### config.mk
export PLATFORM = sky130hd
export DESIGN_NAME = fetch_unit
export DESIGN_NICKNAME = d
export VERILOG_FILES = /design/src/rtl/fetch_unit_pkg.sv /design/src/rtl/fetch_fifo.sv /design/src/rtl/fetch_unit.sv
export SDC_FILE = /design/constraint.sdc
export NUM_CORES = 1
export LEC_CHECK = 0
export CELL_PAD_IN_SITES_DETAIL_PLACEMENT = 1
export CELL_PAD_IN_SITES_GLOBAL_PLACEMENT = 2
export CORE_ASPECT_RATIO = 0.5
export CORE_MARGIN = 3
export CORE_UTILIZATION = 34
export CTS_CLUSTER_DIAMETER = 200
export DETAILED_ROUTE_END_ITERATION = 10
export GPL_TIMING_DRIVEN = 1
export HOLD_SLACK_MARGIN = 0.08
export PLACE_DENSITY = 0.84
export SLEW_MARGIN = 20
export SYNTH_ARGS = -nofsm -noshare
export SYNTH_HDL_FRONTEND = slang
export SYNTH_SLANG_ARGS = --single-unit
### constraint.sdc
create_clock -name clk_i -period 6.35 [get_ports clk_i]
set_input_delay 1.27 -clock clk_i [delete_from_list [all_inputs] [get_ports clk_i]]
set_output_delay 1.27 -clock clk_i [all_outputs]
set_load 0.05 [all_outputs]
### src/rtl/fetch_unit_pkg.sv
// Shared constants and types for the instruction-fetch stage.
package fetch_unit_pkg;
  // Canonical RV32 NOP (addi x0, x0, 0), shown to decode when nothing is buffered
  localparam logic [31:0] NOP_INST     = 32'h0000_0013;
  localparam logic [31:0] DEF_RESET_PC = 32'h0000_0000;

  // One buffered fetch: instruction word plus the address it came from
  typedef struct packed {
    logic [31:0] inst;
    logic [31:0] pc;
  } fetch_ent_t;
endpackage

### src/rtl/fetch_fifo.sv
// Small circular FIFO holding fetched {inst, pc} pairs; flush empties it.
module fetch_fifo #(
  parameter int DEPTH = 2,
  parameter int WIDTH = 64,
  localparam int CW = $clog2(DEPTH + 1),
  localparam int PW = (DEPTH > 1) ? $clog2(DEPTH) : 1
) (
  input  logic             i_clk,
  input  logic             i_rst_n,
  input  logic             i_push,
  input  logic             i_pop,
  input  logic             i_flush,
  input  logic [WIDTH-1:0] i_data,
  output logic [CW-1:0]    o_count,
  output logic [WIDTH-1:0] o_data
);
  logic [WIDTH-1:0] r_mem [DEPTH];
  logic [PW-1:0]    r_wptr, r_rptr;
  logic [CW-1:0]    r_count;

  function automatic logic [PW-1:0] ptr_inc(input logic [PW-1:0] p);
    return (p == PW'(DEPTH - 1)) ? '0 : p + PW'(1);
  endfunction

  // Pointer and occupancy update; flush wins over push/pop (a same-cycle pop has already been consumed)
  always_ff @(posedge i_clk or negedge i_rst_n) begin
    if (!i_rst_n) begin
      r_wptr  <= '0;
      r_rptr  <= '0;
      r_count <= '0;
    end else begin
      assert (!(i_push && !i_flush && r_count == CW'(DEPTH)));
      if (i_flush) begin
        r_wptr  <= '0;
        r_rptr  <= '0;
        r_count <= '0;
      end else begin
        if (i_push) r_wptr <= ptr_inc(r_wptr);
        if (i_pop)  r_rptr <= ptr_inc(r_rptr);
        case ({i_push, i_pop})
          2'b10:   r_count <= r_count + CW'(1);
          2'b01:   r_count <= r_count - CW'(1);
          default: r_count <= r_count;
        endcase
      end
    end
  end

  // Storage write; contents need no reset since occupancy gates visibility
  always_ff @(posedge i_clk) begin
    if (i_push && !i_flush) r_mem[r_wptr] <= i_data;
  end

  assign o_count = r_count;
  assign o_data  = r_mem[r_rptr];
endmodule

### src/rtl/fetch_unit.sv
// RV32 instruction fetch: PC, credit-based issue to sync imem, redirect flush.
module fetch_unit
  import fetch_unit_pkg::*;
#(
  parameter logic [31:0] RESET_PC = DEF_RESET_PC,
  parameter int          DEPTH    = 2
) (
  input  logic        clk_i,
  input  logic        rst_ni,
  output logic        imem_req_o,
  output logic [31:0] imem_addr_o,
  input  logic [31:0] imem_rdata_i,
  input  logic        redirect_i,
  input  logic [31:0] redirect_pc_i,
  output logic        inst_valid_o,
  input  logic        inst_ready_i,
  output logic [31:0] inst_o,
  output logic [31:0] pc_o
);
  localparam int CW = $clog2(DEPTH + 1);

  logic [31:0]   r_pc;
  logic [31:0]   r_req_pc;
  logic          r_inflight;

  logic [CW-1:0] w_count;
  logic [CW:0]   w_occ;
  logic          w_valid, w_pop, w_push, w_issue;
  fetch_ent_t    w_head, w_wr;

  assign w_valid = (w_count != '0);
  assign w_pop   = w_valid & inst_ready_i;
  assign w_push  = r_inflight & ~redirect_i;

  // Slots committed after this cycle: buffered + in flight - leaving now; pop frees a slot immediately
  assign w_occ   = {1'b0, w_count} + {{CW{1'b0}}, r_inflight} - {{CW{1'b0}}, w_pop};
  assign w_issue = rst_ni & ~redirect_i & (w_occ < (CW+1)'(DEPTH));

  assign w_wr = '{inst: imem_rdata_i, pc: r_req_pc};

  fetch_fifo #(.DEPTH(DEPTH), .WIDTH(64)) u_fifo (
    .i_clk   (clk_i),
    .i_rst_n (rst_ni),
    .i_push  (w_push),
    .i_pop   (w_pop),
    .i_flush (redirect_i),
    .i_data  (w_wr),
    .o_count (w_count),
    .o_data  (w_head)
  );

  // PC advance / redirect and tracking of the single outstanding request
  always_ff @(posedge clk_i or negedge rst_ni) begin
    if (!rst_ni) begin
      r_pc       <= RESET_PC;
      r_req_pc   <= '0;
      r_inflight <= 1'b0;
    end else begin
      r_inflight <= w_issue;
      if (w_issue) r_req_pc <= r_pc;
      if (redirect_i)   r_pc <= {redirect_pc_i[31:2], 2'b00};
      else if (w_issue) r_pc <= r_pc + 32'd4;
    end
  end

  assign imem_req_o   = w_issue;
  assign imem_addr_o  = r_pc;
  assign inst_valid_o = w_valid;
  assign inst_o       = w_valid ? w_head.inst : NOP_INST;
  assign pc_o         = w_valid ? w_head.pc   : 32'h0;
endmodule
==> run metrics <==
WL/cell a little under 20 um; Critical R2R Capture imem_addr_o[7]$_DFFE_PN0P_; RSZ-0062 raised after global routing no; # H-tree levels 4; First-pass DRT Iterations 5; Worst Setup End Kind primary output; max_cap viols 0; pre-CTS setup slack about 1.3 ns; CP required between 5 and 6 ns; top cell type's share of synthesized area 0.4680; slowest CP cell fa_1; I/O Pins around 170; clock slew at reported path FFs ~0.06 ns; Mapped Area slightly below 0.008 mm2; Seq cells post-synth 189; antenna violations before repair 0; Setup CP Type input pin to primary output; Total Wirelength ~21000 um; core area about 0.022 mm2; pins over their slew limit 0; Root Buffer clkbuf_16; worst r2r src u_fifo.o_count[1]$_DFFE_PN0P_; xor-xnor portion of the synthesized cell area 0.008649; area delta synth->final 31.23%; multiplexer share of the synthesized area 0.07800; hold-fix buffers at CTS 0; largest net degree at the start of global routing 67; number of diodes 0; Max stage delay on crit path 0.53 ns; largest family of logic cells by synthesized area simple AND/OR/NAND/NOR gates; Simple-Gate Fraction of Synth Area 0.1445; Synth area leader edfxtp_1; Resized Gates After CTS 0; Leak approximately 3.8 nW; fin nets roughly 850; final setup margin roughly 1.3 ns; vias in the first global route around 5700; Post-CTS Setup Inserts 0; most frequent CP cell inv_1; worst min-delay path class flip-flop to flip-flop; final hold vios 0; minimum clock period around 5.0 ns; Post-synth ARST share 0.3439; WHS Endpoint u_fifo.r_mem[1][10]$_DFFE_PP_; vias after detailed routing 5516; WP buf/inv 4; DRC Markers 0; crit-path cells clkdlybuf4s50_1 > inv_1 > nor2_1 > ha_1 > nand2b_1 > fa_1 > and3b_1 > nand2_1 > inv_1 > buf_12; Synth warnings 0; clock sink count 189; Rel. slew slack 0.3664; synthesized instance count around 630; grt ovf 0; R2R Setup Slk around 2.9 ns; status finished, final reports clean; CP Data Arrival Time 3.78 ns; Synth Area in Compound Gates 0.06117; Setup violations, final 0; DIE WIDTH 222.3 um; first-pass GRT wire length 32960 um; vias per cell 5.047; Die ar. between 0.02 and 0.03 mm2; Yosys cell types 52; CTS tree built; port buffer count 159; num rows 38; Post-Syn Area per Cell around 13 um2; setup_tns 0 ns; Worst Skew 0.01012 ns; Max FO, Critical Path 6; Area contributors post-synth edfxtp_1 (47%), dfrtp_1 (20%), mux2i_1 (7.8%), nand2_1 (5.3%), nor2_1 (3.2%); post-synthesis sequential area ratio 0.6724; Synth Flop Type edfxtp_1; power density over the cells ~390 mW/mm2; die height around 110 um; CP Depth 10; clk buf depth 2; Starting DRT DRC Count between 400 and 500; Overall Global Routing Usage 0.1674; Crit path max-delay family buffers and inverters; final period utilization 0.7948; Synth Area in Adders 0.005661; HPWL after detailed placement ~14000 um; hold path start r_req_pc[10]$_DFFE_PN0P_; initial core utilization 0.3568; Slew @ Worst Pin about 0.95 ns; DRT antenna net count 0; share of cells above drive strength 1 0.06179; CTS Buf Count 17; Worst setup SP type input pin; worst-skew pair later-pin latency approximately 0.42 ns; VDD IR max roughly 0.19 mV; r2r worst-path depth 11; fmax between 0.15 and 0.2 GHz; most frequent cells after synthesis edfxtp_1 (124), nand2_1 (113), nor2_1 (67); total power 4.042 mW; routability cong. slightly above 0.8; EDFF count, synth 124; count leader, synth edfxtp_1; WHS Path Cells 0
registers in the layout, summed over array words and instances (netlist names):
register,flops
imem_addr_o,30
u_fifo.r_rptr,1
u_fifo.r_mem,124
u_fifo.o_count,2
r_inflight,1
r_req_pc,30
u_fifo.r_wptr,1
routing by layer:
metal | share of wire | global-route usage
met2 | 0.48 | 0.2717
met4 | 0.013 | 0.04653
met1 | 0.47 | 0.2319
met3 | 0.034 | 0.03330
met5 | 0 | 0
cells by family after synthesis:
kind of cell / after synthesis
buffers and inverters: 49
other: 1
multiplexers: 62
AND/OR/NAND/NOR: 255
AO/OA/AOI/OAI: 63
XOR/XNOR: 7
flip-flops: 189
adder cells (fa/ha/maj): 3
per-stage QoR:
step	hold slack [ns]	utilization	instance area, um2	instances
after floorplan	0.4419	-	7973	632
after global placement	0.4513	0.4408	9829	1060
after detailed placement	0.4588	0.4408	9829	1060
after CTS	0.4759	0.4670	10410	1092
after global routing	0.4912	0.4682	10440	1093
final	0.4758	0.4682	10440	1093
power breakdown:
group / switching, mW / internal, mW
Sequential: 0.198 / 1.56
Combinational: 0.801 / 0.422
Clock: 0.471 / 0.589
Total: 1.47 / 2.57
how the worst max path moves through the flow:
stage	end	slack (ns)	startpoint
after global routing	imem_req_o	1.13	inst_ready_i
after detailed placement	imem_req_o	1.30	inst_ready_i
after floorplan	imem_req_o	1.48	inst_ready_i
final	imem_req_o	1.30	inst_ready_i
after CTS	imem_req_o	1.28	inst_ready_i
after global placement	imem_req_o	1.30	inst_ready_i
cell usage in the layout (no fill, tap or decap), types with 4 or more instances in the layout:
master and instances:
a22oi_1 6, edfxtp_1 124, o311ai_0 18, o211ai_1 7, buf_4 8, nand3_1 24
clkdlybuf4s50_1 157, and3_1 5, and4_1 4, conb_1 4, nand4_1 11, nor3_1 7
a221o_1 4, inv_1 10, or4_1 7, a21oi_1 4, inv_6 6, mux2i_1 62
xnor2_1 4, o21ai_0 10, nor2_1 66, nand2_1 113, clkbuf_16 17, dfrtp_1 64
area by class of cell:
type / instances / area [um2]
well taps: 300 / 375.4
inverters: 10 / 37.54
multi-input cells: 394 / 2406
fillers: 2371 / 11860
repair buffers: 168 / 1684
flip-flops and latches: 189 / 5354
clock inverters: 14 / 155.1
clock buffers: 18 / 429.2
Note: power is estimated with default switching activity, not from simulation.
